**config.mk**
```make
export PLATFORM = sky130hd
export DESIGN_NAME = spi_slave_regfile
export DESIGN_NICKNAME = d
export VERILOG_FILES = /design/src/rtl/spi_slave_regfile.sv
export SDC_FILE = /design/constraint.sdc
export NUM_CORES = 1
export LEC_CHECK = 0
export CAP_MARGIN = 20
export CELL_PAD_IN_SITES_DETAIL_PLACEMENT = 0
export CELL_PAD_IN_SITES_GLOBAL_PLACEMENT = 1
export CORE_ASPECT_RATIO = 1.1
export CORE_MARGIN = 8
export CORE_UTILIZATION = 45
export DETAILED_ROUTE_END_ITERATION = 8
export GPL_TIMING_DRIVEN = 0
export PLACE_DENSITY_LB_ADDON = 0.1
export SETUP_SLACK_MARGIN = 0.02
export SYNTH_ARGS = -nofsm -noshare
export SYNTH_HDL_FRONTEND = slang
export SYNTH_SLANG_ARGS = --single-unit
```
**constraint.sdc**
```tcl
create_clock -name CTRL_CLK -period 8.3 [get_ports CTRL_CLK]
set_input_delay 1.66 -clock CTRL_CLK [delete_from_list [all_inputs] [get_ports CTRL_CLK]]
set_output_delay 1.66 -clock CTRL_CLK [all_outputs]
set_load 0.02 [all_outputs]
```
**src/rtl/spi_slave_regfile.sv**
```systemverilog
// SPI mode-0 target exposing a 2**ADDR_W x 8 register bank; all SPI pins are oversampled in CTRL_CLK.
// Optional: define SPI_REGFILE_ERR_EN to add FRAME_ERR and a sticky status register at the top address.
module spi_slave_regfile #(
  parameter int         ADDR_W    = 3,
  parameter logic [7:0] RESET_VAL = 8'h00
) (
  input  logic              CTRL_CLK,
  input  logic              RST,
  input  logic              CS,
  input  logic              SCLK,
  input  logic              SDI,
  output logic              SDO,
  output logic              SDO_OE,
  output logic              WR_STB,
  output logic [ADDR_W-1:0] WR_ADDR,
  output logic [7:0]        WR_DATA,
  output logic              RD_STB,
  output logic [7:0]        slave_stash_ptr,
  output logic              BUSY
`ifdef SPI_REGFILE_ERR_EN
  ,
  output logic              FRAME_ERR
`endif
);

  localparam int DEPTH = 1 << ADDR_W;

  localparam logic [2:0] ST_WAIT_CS = 3'd0;
  localparam logic [2:0] ST_IDLE    = 3'd1;
  localparam logic [2:0] ST_CMD     = 3'd2;
  localparam logic [2:0] ST_WR      = 3'd3;
  localparam logic [2:0] ST_RD      = 3'd4;

  logic [2:0]        state;
  logic [1:0]        cs_sync;
  logic [1:0]        sclk_sync;
  logic [1:0]        sdi_sync;
  logic              sclk_prev;
  logic [2:0]        bit_cnt;
  logic [6:0]        rx_shift;
  logic [7:0]        tx_shift;
  logic [ADDR_W-1:0] ptr;
  logic [7:0]        regs [DEPTH];
  logic              sdo_r;

  logic              cs_s;
  logic              sdi_s;
  logic              sclk_rise;
  logic              sclk_fall;
  logic              in_frame;
  logic              byte_done;
  logic [7:0]        rx_byte;
  logic [ADDR_W-1:0] ld_addr;
  logic [7:0]        ld_data;

`ifdef SPI_REGFILE_ERR_EN
  localparam logic [ADDR_W-1:0] LAST_ADDR = ADDR_W'(DEPTH - 1);
  logic err_sticky;
`endif

  assign cs_s      = cs_sync[1];
  assign sdi_s     = sdi_sync[1];
  assign sclk_rise = sclk_sync[1] & ~sclk_prev;
  assign sclk_fall = ~sclk_sync[1] & sclk_prev;
  assign in_frame  = (state == ST_CMD) || (state == ST_WR) || (state == ST_RD);
  assign byte_done = in_frame && sclk_rise && (bit_cnt == 3'd7);
  assign rx_byte   = {rx_shift, sdi_s};

  assign SDO_OE          = (state == ST_RD);
  assign SDO             = sdo_r & SDO_OE;
  assign BUSY            = in_frame;
  assign slave_stash_ptr = {{(8 - ADDR_W){1'b0}}, ptr};

  // The command byte loads from its own address field; later loads fetch the next register.
  always_comb begin
    ld_addr = (state == ST_CMD) ? rx_byte[ADDR_W-1:0] : ADDR_W'(ptr + 1'b1);
    ld_data = regs[ld_addr];
`ifdef SPI_REGFILE_ERR_EN
    if (ld_addr == LAST_ADDR) begin
      ld_data = {regs[LAST_ADDR][7:1], err_sticky};
    end
`endif
  end

  always_ff @(posedge CTRL_CLK or posedge RST) begin
    if (RST) begin
      cs_sync   <= '0;
      sclk_sync <= '0;
      sdi_sync  <= '0;
      sclk_prev <= 1'b0;
    end else begin
      cs_sync   <= {cs_sync[0], CS};
      sclk_sync <= {sclk_sync[0], SCLK};
      sdi_sync  <= {sdi_sync[0], SDI};
      sclk_prev <= sclk_sync[1];
    end
  end

  // Later assignments to state win, so a CS abort overrides a byte completing in the same cycle.
  always_ff @(posedge CTRL_CLK or posedge RST) begin
    if (RST) begin
      state    <= ST_WAIT_CS;
      bit_cnt  <= '0;
      rx_shift <= '0;
      tx_shift <= '0;
      ptr      <= '0;
      sdo_r    <= 1'b0;
      WR_STB   <= 1'b0;
      WR_ADDR  <= '0;
      WR_DATA  <= '0;
      RD_STB   <= 1'b0;
      for (int i = 0; i < DEPTH; i++) begin
        regs[i] <= RESET_VAL;
      end
`ifdef SPI_REGFILE_ERR_EN
      FRAME_ERR  <= 1'b0;
      err_sticky <= 1'b0;
`endif
    end else begin
      WR_STB <= 1'b0;
      RD_STB <= 1'b0;
`ifdef SPI_REGFILE_ERR_EN
      FRAME_ERR <= 1'b0;
`endif

      if (in_frame && sclk_rise) begin
        rx_shift <= rx_byte[6:0];
        bit_cnt  <= bit_cnt + 3'd1;
      end

      if ((state == ST_RD) && sclk_fall) begin
        sdo_r    <= tx_shift[7];
        tx_shift <= {tx_shift[6:0], 1'b0};
      end

      if (byte_done) begin
        case (state)
          ST_CMD: begin
            ptr <= rx_byte[ADDR_W-1:0];
            if (rx_byte[7]) begin
              tx_shift <= ld_data;
              RD_STB   <= 1'b1;
              state    <= ST_RD;
            end else begin
              state <= ST_WR;
            end
          end
          ST_WR: begin
`ifdef SPI_REGFILE_ERR_EN
            if (ptr == LAST_ADDR) begin
              err_sticky <= 1'b0;
            end else begin
              regs[ptr] <= rx_byte;
            end
`else
            regs[ptr] <= rx_byte;
`endif
            WR_STB  <= 1'b1;
            WR_ADDR <= ptr;
            WR_DATA <= rx_byte;
            ptr     <= ptr + 1'b1;
          end
          default: begin
            ptr      <= ptr + 1'b1;
            tx_shift <= ld_data;
            RD_STB   <= 1'b1;
          end
        endcase
      end

      case (state)
        ST_WAIT_CS: begin
          if (cs_s) begin
            state <= ST_IDLE;
          end
        end
        ST_IDLE: begin
          if (!cs_s) begin
            state   <= ST_CMD;
            bit_cnt <= '0;
          end
        end
        default: begin
          if (cs_s) begin
            state   <= ST_IDLE;
            bit_cnt <= '0;
            sdo_r   <= 1'b0;
`ifdef SPI_REGFILE_ERR_EN
            if ((state == ST_CMD) || ((bit_cnt != 3'd0) && !byte_done)) begin
              FRAME_ERR  <= 1'b1;
              err_sticky <= 1'b1;
            end
`endif
          end
        end
      endcase
    end
  end

endmodule
```
==> results of run 1 <==
-- where the power goes --
part	internal, uW	leakage (uW)	switching [uW]
clock network	239	0.000139	186
registers	547	0.00149	10.8
logic	37.9	0.00126	87.5
-- placed cells by master, fill, tap and decap left out, drive strengths merged, types with 2 or more instances in the layout --
cell	n
dfrtp	109
clkbuf	29
buf	25
nor4b	3
mux2	80
nor3	8
mux4	19
and3b	2
clkinv	2
a311oi	6
a21oi	9
conb	5
a31oi	10
nor2b	4
nor3b	3
inv	3
a21o	2
xor2	2
clkdlybuf4s50	23
nand4b	2
nor4	15
o21ai	3
ha	3
a211oi	8
and3	7
nor2	8
nand3	3
mux2i	23
a22o	7
o21bai	2
nand2	40
-- per-layer routing --
layer,vias to the layer above,wire length [um],track usage [%]
li1,1678,-,-
met1,1875,6107,23.10
met2,57,6570,28.43
met3,17,450,3.128
met4,0,303,7.344
met5,-,0,0
-- worst register-to-register path: stages (launching register included) --
cell and delay [ns]:
dfrtp_1 0.39, ha_1 0.20, ha_1 0.18, and3b_1 0.17, buf_2 0.16, nand3_4 0.19, clkinv_1 0.29, nand4b_2 0.38
mux2_2 0.39
-- flip-flops by register name, summed over array words and instances (netlist names), 2 cells and up --
register   flops
WR_DATA        8
ptr            3
bit_cnt        3
WR_ADDR        3
regs          64
sdi_sync       2
sclk_sync      2
rx_shift       7
tx_shift       8
state          3
cs_sync        2
-- worst min path at each step --
stage	end	slack [ns]	cells after the start
2_1_floorplan	cs_sync[1]$_DFF_PP0_	0.33	0
3_3_place_gp	sdi_sync[1]$_DFF_PP0_	0.33	0
3_5_place_dp	sdi_sync[1]$_DFF_PP0_	0.34	0
4_1_cts	sdi_sync[1]$_DFF_PP0_	0.35	0
5_1_grt	cs_sync[1]$_DFF_PP0_	0.36	0
6_report	sdi_sync[1]$_DFF_PP0_	0.35	0
-- layout make-up --
class,count,area (sq um),area share [%]
Clock buffer,12,246.5,3.922
Clock inverter,2,35.03,0.5574
Multi-Input combinational cell,283,2614,41.59
Tap cell,154,192.7,3.066
Buffer,41,193.9,3.086
Timing Repair Buffer,24,257.7,4.101
Sequential cell,109,2728,43.40
Inverter,4,17.52,0.2787
-- cell families after synthesis --
family                   share of synthesized area (%)
AO/OA/AOI/OAI                                    6.306
XOR/XNOR                                        0.4748
adder cells (fa/ha/maj)                         0.6782
buffers and inverters                            3.775
flip-flops                                       49.28
multiplexers                                     28.16
other                                          0.06775
AND/OR/NAND/NOR                                  11.26
-- per-stage QoR --
step	instances	power, uW	utilization (%)	hold WS, ns
final	629	1108	52.23	0.3488
after global routing	629	1156	52.23	0.3576
after CTS	629	1124	52.23	0.3516
after detailed placement	615	697.7	49.89	0.3362
after global placement	614	691.6	49.64	0.3332
after floorplan	437	648.3	-	0.3312
==> flow_summary_export.csv, run 1 <==
group,metric,value,unit
floorplanning,initial_core_util,46.00,%
global_routing,grt_pass1_wl,21850,um
worst_setup_path,ff2ff_setup_slack,5.84,ns
routing,dr.pass1.iters,4,
sta,grt_setup_unrepaired,"false",
sta,setup_viol,0,
clock_tree,clock_sinks,109,
clock_tree,htreeDepth,3,
synthesis,yosysWarnings,0,
clock_tree,path_clk_slew,0.06,ns
worst_setup_path,path_class,"reg2out",
worst_setup_path,slowest_delay,0.60,ns
final_layout,drive_gt1_share,31.16,%
routing,drtIter0Drc,222,
power,leakage,0.002895,uW
clock_tree,hold_buffers,0,
routing,antenna_left,0,
routing,vias,3627,
sta,slew_headroom,33.45,%
routing,post_drt_via_cell_ratio,5.766,
synthesis,syn-instance-count,433,
worst_setup_path,cp-endpoint,"SDO",
sta,final_max_slew_viol_count,0,
floorplanning,die_w,121.7,um
synthesis,ys_seq_area_share,49.28,%
worst_setup_path,path_cells,"buf_2, nor3b_2, clkbuf_1, and2_1, clkdlybuf4s50_1",
status,run_status,"completed",
min_path,hold_start,"sdi_sync[0]$_DFF_PP0_",
synthesis,synth_top_area_share,49.28,%
job,maxCapViolations,0,
sta,worst_pin_slew,0.9957,ns
global_routing,gr-total-overflow,0,
synthesis,synth-main-ff-cell,"dfrtp_1",
clock_tree,clk_latency,0.35,ns
floorplanning,core,0.01203,sq mm
final_layout,insertedDiodeCount,0,
routing,wl,13430,um
synthesis,synth_seq_cells,109,
global_routing,grt.total_usage,17.79,%
sta,fin_crit_sh,48.88,%
floorplanning,die-area,0.01611,sq mm
sta,hold_violations,0,
sta,fmax,0.2465,GHz
worst_setup_path,rr_startpoint,"bit_cnt[0]$_DFF_PP0_",
clock_tree,cts_root_buf,"clkbuf_16",
worst_setup_path,critPathLaunch,"state[0]$_DFF_PP0_",
floorplanning,fp.dieH,132.3,um
power,peakVddDrop,0.1100,mV
synthesis,ys_types,48,
synthesis,synth.most_common_cell,"dfrtp_1",
global_routing,grt_max_degree,68,
routing,wl_per_cell,21.35,um
clock_tree,cts_tree,"yes",
place,dp.final_hpwl,9221,um
worst_setup_path,start_kind,"flip-flop",
sta,fin_worst_skew,0.006898,ns
place,dp_slack,4.624,ns
synthesis,syn_area,0.005535,sq mm
clock_tree,post_cts_resized,0,
min_path,hold_path_class,"reg2reg",
clock_tree,clock_path_buffers,2,
synthesis,synth_edf_count,0,
synthesis,async_flop_share,100.0,%
sta,tns,0,ns
synthesis,avgSynthCellArea,12.78,sq um
final_layout,num-nets-final,480,
worst_setup_path,critical_path.top_delay_family,"buffers and inverters",
worst_setup_path,critPathBufInv,3,
worst_setup_path,critPathCaptureType,"primary output",
sta,setup_slack,4.243,ns
final_layout,area_growth,13.54,%
place,io_buffers,23,
place,gp_congestion,0.8842,
synthesis,synth_area_leader_cell,"dfrtp_1",
floorplanning,placementRows,42,
worst_setup_path,reg2regPathDepth,8,
sta,post-route-min-period,4.057,ns
synthesis,synth_common_cells,"109 x dfrtp_1, 80 x mux2_2, 40 x nand2_1",
synthesis,synth.area.top_cells,"dfrtp_1 49%, mux2_2 16%, mux4_2 7.7%",
worst_setup_path,path_depth,5,
final_layout,design_area,0.006285,sq mm
routing,drc,0,
power,p_per_area,176.3,mW/mm^2
clock_tree,cts_setup_buffers,0,
worst_setup_path,r2r_end,"regs[18]$_DFFE_PP0P_",
floorplanning,ioPinCount,29,
global_routing,first_global_vias,3857,
final_layout,fillers,1070,
worst_setup_path,worst-path-max-fanout,10,
worst_setup_path,cp_data_arrival_time,2.40,ns
global_routing,antenna_found_initial,0,
worst_setup_path,cp.required,6.64,ns
place,place_area,0.006003,sq mm
clock_tree,cts_buffers,9,
worst_setup_path,crit_slowest_cell,"clkdlybuf4s50_1",
Power figures use the tool's default switching activity.
==> inputs of run 2 (changes only) <==
Clock period 8.3 ns to 3.25 ns, I/O delays scaled along.
==> flow_summary_export.csv, run 2 (synthesis gave the netlist of run 1 again) <==
group,metric,value,unit
status,run_status,"completed",
place,place_inst,616,
clock_tree,hold_buffers,0,
clock_tree,post_cts_resized,0,
routing,antenna_left,0,
final_layout,area_growth,13.70,%
clock_tree,clk_latency,0.35,ns
final_layout,num-nets-final,481,
global_routing,use_met2,29.25,%
sta,fin_worst_skew,0.01061,ns
sta,fmax,0.3262,GHz
floorplanning,fp.dieH,132.3,um
sta,setup_viol,0,
worst_setup_path,start_kind,"flip-flop",
floorplanning,ioPinCount,29,
global_routing,met3_usage,3.385,%
final_layout,largest_register,"regs",
worst_setup_path,crit_slowest_cell,"clkdlybuf4s50_1",
min_path,hold_start,"cs_sync[0]$_DFF_PP0_",
worst_setup_path,critPathCaptureType,"primary output",
routing,drc,0,
clock_tree,clock_sinks,109,
routing,dr.pass1.iters,4,
sta,final_max_slew_viol_count,0,
min_path,hold_path_class,"reg2reg",
worst_setup_path,rr_startpoint,"ptr[0]$_DFFE_PP0N_",
min_path,hold_path_depth,0,
clock_tree,htreeDepth,3,
job,maxCapViolations,0,
worst_setup_path,critical_path.top_delay_family,"buffers and inverters",
global_routing,grt.total_usage,18.16,%
final_layout,drive_gt1_share,31.87,%
global_routing,grt_busiest_layer,"met2",
power,leakage,0.002889,uW
global_routing,gr-total-overflow,0,
clock_tree,cts_root_buf,"clkbuf_16",
clock_tree,path_clk_slew,0.06,ns
routing,vias,3629,
final_layout,top_regs,"regs: 64 flops, WR_DATA: 8 flops, tx_shift: 8 flops",
global_routing,antenna_found_initial,0,
sta,worst_pin_slew,0.9389,ns
routing,wl,13790,um
final_layout,final_cell_count_no_fill,631,
final_layout,fillers,1071,
worst_setup_path,worst-path-max-fanout,10,
floorplanning,core,0.01203,sq mm
place,io_buffers,23,
clock_tree,clock_path_buffers,2,
global_routing,grt_pass1_wl,22330,um
routing,wl_per_cell,21.85,um
floorplanning,initial_core_util,46.00,%
worst_setup_path,cp.required,2.60,ns
sta,hold_violations,0,
power,p_per_area,445.7,mW/mm^2
global_routing,grt_max_degree,44,
routing,post_drt_via_cell_ratio,5.751,
sta,slew_headroom,37.24,%
place,gp_congestion,0.8559,
worst_setup_path,r2r_end,"tx_shift[0]$_DFF_PP0_",
clock_tree,cts_buffers,9,
min_path,min_to,"cs_sync[1]$_DFF_PP0_",
worst_setup_path,path_cells,"buf_2, nor3b_2, clkbuf_1, and2_1, clkdlybuf4s50_1",
final_layout,mostFrequentLayoutCell,"dfrtp_1",
final_layout,insertedDiodeCount,0,
final_layout,final_cell_mix,"109 x dfrtp_1, 80 x mux2_2, 40 x nand2_1",
clock_tree,cts_setup_buffers,0,
worst_setup_path,path_class,"reg2out",
worst_setup_path,critPathBufInv,3,
sta,grt_setup_unrepaired,"false",
floorplanning,placementRows,42,
sta,post-route-min-period,3.065,ns
floorplanning,die-area,0.01611,sq mm
routing,drtIter0Drc,223,
worst_setup_path,reg2regPathDepth,5,
worst_setup_path,cp_data_arrival_time,2.42,ns
sta,fin_crit_sh,94.32,%
clock_tree,cts_tree,"yes",
power,peakVddDrop,0.2844,mV
final_layout,largest_register_ffs,64,
floorplanning,die_w,121.7,um
sta,tns,0,ns
place,dp.final_hpwl,9539,um
worst_setup_path,ff2ff_setup_slack,0.78,ns
global_routing,globalRouteMet1Util,23.07,%
worst_setup_path,slowest_delay,0.59,ns
global_routing,first_global_vias,3896,
==> run 2: final cells by class <==
cell class,instances,area (sq um),area share (%)
clock inverter,5,37.54,0.5964
inverter,4,18.77,0.2982
timing repair buffer,25,270.3,4.294
multi-input combinational,283,2614,41.53
buffer,41,193.9,3.082
clock buffer,10,239.0,3.797
sequential,109,2728,43.34
tap,154,192.7,3.062
==> run 2: worst max-delay path by stage <==
| stage | from | cells past startpoint | to | slack (ns) |
|---|---|---|---|---|
| after floorplan | ptr[0]$_DFFE_PP0N_ | 5 | tx_shift[0]$_DFF_PP0_ | 1.0 |
| after global placement | RST | 2 | regs[58]$_DFFE_PP0P_ | 0.20 |
| after detailed placement | state[0]$_DFF_PP0_ | 5 | SDO | 0.58 |
| after CTS | state[0]$_DFF_PP0_ | 5 | SDO | 0.20 |
| after global routing | state[0]$_DFF_PP0_ | 5 | SDO | 0.03 |
| final | state[0]$_DFF_PP0_ | 5 | SDO | 0.18 |
==> run 2: power by group <==
group          switching (uW)  internal, uW  total, uW
sequential               27.9          1400       1430
combinational             228          98.5        327
clock                     514           539       1050
==> run 2: per-layer routing <==
metal	up-vias	wire length [um]
met5	-	0
met4	0	380
met3	22	554
met2	59	6649
met1	1869	6202
li1	1679	-
==> run 2: metrics by stage <==
step | utilization [%] | area, sq um | total power [uW] | worst slack (ns) | hold WS, ns
floorplan | - | 5554 | 1656 | 0.9986 | 0.3312
CTS | 52.30 | 6294 | 2831 | 0.1966 | 0.3610
detailed placement | 50.00 | 6017 | 1785 | 0.5787 | 0.3396
global route | 52.30 | 6294 | 2920 | 0.03479 | 0.3719
finish | 52.30 | 6294 | 2805 | 0.1845 | 0.3575
global placement | 49.67 | 5977 | 1768 | 0.2047 | 0.3335
==> inputs of run 3 (changes only) <==
Settings changed: CTS_CLUSTER_DIAMETER from default to 60, CTS_CLUSTER_SIZE from default to 8, SLEW_MARGIN from default to 10.
==> flow_summary_export.csv, run 3 (synthesis gave the netlist of run 1 again) <==
group,metric,value,unit
sta,fin_crit_sh,93.85,%
final_layout,final_cell_count_no_fill,633,
clock_tree,clk_latency,0.36,ns
final_layout,drive_gt1_share,31.94,%
final_layout,seq_area,0.002728,sq mm
floorplanning,core,0.01203,sq mm
place,place_area,0.006037,sq mm
sta,slew_headroom,34.28,%
clock_tree,hold_buffers,0,
floorplanning,placementRows,42,
floorplanning,die-area,0.01611,sq mm
power,clkPwrFrac,37.6,%
clock_tree,cts_setup_buffers,0,
job,maxCapViolations,0,
global_routing,grt_max_degree,35,
routing,antenna_left,0,
sta,setup_viol,0,
floorplanning,fp.dieH,132.3,um
worst_setup_path,cp_data_arrival_time,2.40,ns
final_layout,largest_register,"regs",
power,p_switching,767.9,uW
worst_setup_path,cp.required,2.60,ns
final_layout,mostFrequentLayoutCell,"dfrtp_1",
sta,setup_slack,0.2000,ns
sta,hold_violations,0,
floorplanning,initial_core_util,46.00,%
final_layout,largest_register_ffs,64,
worst_setup_path,path_cells,"buf_2, nor3b_2, clkbuf_1, and2_1, clkdlybuf4s50_1",
routing,wl,13700,um
final_layout,fillers,1070,
routing,drc,0,
final_layout,top_regs,"regs: 64 flops, WR_DATA: 8 flops, tx_shift: 8 flops",
global_routing,first_global_vias,3856,
clock_tree,clock_sinks,109,
worst_setup_path,slowest_delay,0.59,ns
final_layout,multi_input_area,0.002614,sq mm
clock_tree,post_cts_resized,0,
floorplanning,die_w,121.7,um
final_layout,final_cell_mix,"109 x dfrtp_1, 80 x mux2_2, 40 x nand2_1",
final_layout,area_growth,14.10,%
worst_setup_path,path_class,"reg2out",
status,run_status,"completed",
power,p_seq_share,50.7,%
sta,fin_worst_skew,0.009706,ns
power,p_int,2040,uW
place,gp_congestion,0.8559,
global_routing,antenna_found_initial,0,
clock_tree,cts_root_buf,"clkbuf_16",
floorplanning,ioPinCount,29,
place,io_buffers,23,
routing,vias,3635,
clock_tree,cts_tree,"yes",
clock_tree,cts_buffers,9,
routing,drtIter0Drc,226,
worst_setup_path,critPathCaptureType,"primary output",
power,combPwrFrac,11.7,%
power,peakVddDrop,0.3693,mV
power,p_total,2808,uW
power,netSwitchingFraction,27.35,%
sta,post-route-min-period,3.050,ns
clock_tree,htreeDepth,3,
place,dp.final_hpwl,9629,um
final_layout,num-nets-final,482,
worst_setup_path,start_kind,"flip-flop",
power,p_per_area,444.6,mW/mm^2
final_layout,design_area,0.006316,sq mm
sta,tns,0,ns
routing,wl_per_cell,21.64,um
sta,worst_pin_slew,0.9832,ns
final_layout,insertedDiodeCount,0,
place,dp_slack,0.5719,ns
sta,fmax,0.3279,GHz
global_routing,grt.total_usage,18.24,%
place,place_inst,617,
worst_setup_path,crit_slowest_cell,"clkdlybuf4s50_1",
sta,grt_setup_unrepaired,"false",
clock_tree,path_clk_slew,0.07,ns
worst_setup_path,worst-path-max-fanout,10,
routing,post_drt_via_cell_ratio,5.742,
clock_tree,clock_path_buffers,2,
global_routing,gr-total-overflow,0,
power,leakage,0.002896,uW
routing,dr.pass1.iters,5,
sta,final_max_slew_viol_count,0,
min_path,hold_path_class,"reg2reg",
global_routing,grt_pass1_wl,22280,um
[run 3: cell types whose count changed in the layout (fill, tap and decap cells not counted)]
cell,before,now
clkbuf_1,17,18
clkinv_4,2,1
clkinvlp_4,3,4
buf_12,2,3
[run 3: through the flow]
step / util [%] / hold slack (ns)
global placement: 49.67 / 0.3335
finish: 52.48 / 0.3593
CTS: 52.48 / 0.3602
global route: 52.48 / 0.3788
floorplan: - / 0.3312
detailed placement: 50.17 / 0.3418
[run 3: worst paths after layout]
| check | depth (start not counted) | from | end | slack (ns) |
|---|---|---|---|---|
| min | 0 | sdi_sync[0]$_DFF_PP0_ | sdi_sync[1]$_DFF_PP0_ | 0.36 |
| min in group asynchronous | 2 | RST | regs[8]$_DFFE_PP0P_ | 0.65 |
| min reg2reg | 0 | sdi_sync[0]$_DFF_PP0_ | sdi_sync[1]$_DFF_PP0_ | 0.36 |
| max | 5 | state[0]$_DFF_PP0_ | SDO | 0.20 |
| max reg2reg | 7 | bit_cnt[0]$_DFF_PP0_ | regs[41]$_DFFE_PP0P_ | 0.77 |
| max in group asynchronous | 4 | RST | regs[58]$_DFFE_PP0P_ | 1.83 |
[run 3: layout make-up]
| type | count | area share (%) |
|---|---|---|
| Buffer | 41 | 3.071 |
| Sequential cell | 109 | 43.19 |
| Tap cell | 154 | 3.051 |
| Clock inverter | 5 | 0.5745 |
| Multi-Input combinational cell | 283 | 41.38 |
| Inverter | 4 | 0.2971 |
| Clock buffer | 11 | 3.843 |
| Timing Repair Buffer | 26 | 4.596 |
[run 3: power groups by stage]
stage | Sequential [uW] | Clock (uW) | Combinational [uW]
after floorplan | 1440 | 0 | 214
after global placement | 1450 | 0 | 318
after detailed placement | 1450 | 0 | 337
after CTS | 1420 | 1080 | 337
after global routing | 1430 | 1130 | 362
final | 1420 | 1060 | 328
[run 3: metal layers]
| layer | global-route usage, % | part of all wire, % | up-vias |
|---|---|---|---|
| met5 | 0 | 0 | - |
| met4 | 6.589 | 1.7 | 0 |
| met3 | 2.999 | 3.0 | 15 |
| met2 | 29.67 | 49 | 49 |
| met1 | 23.74 | 46 | 1891 |
| li1 | - | - | 1680 |
[run 3: worst max-delay path: cells and delay by family (launching register included)]
family	cells	cell delay [ns]
flip-flops	1	0.35
buffers and inverters	3	1.14
AND/OR/NAND/NOR	2	0.55
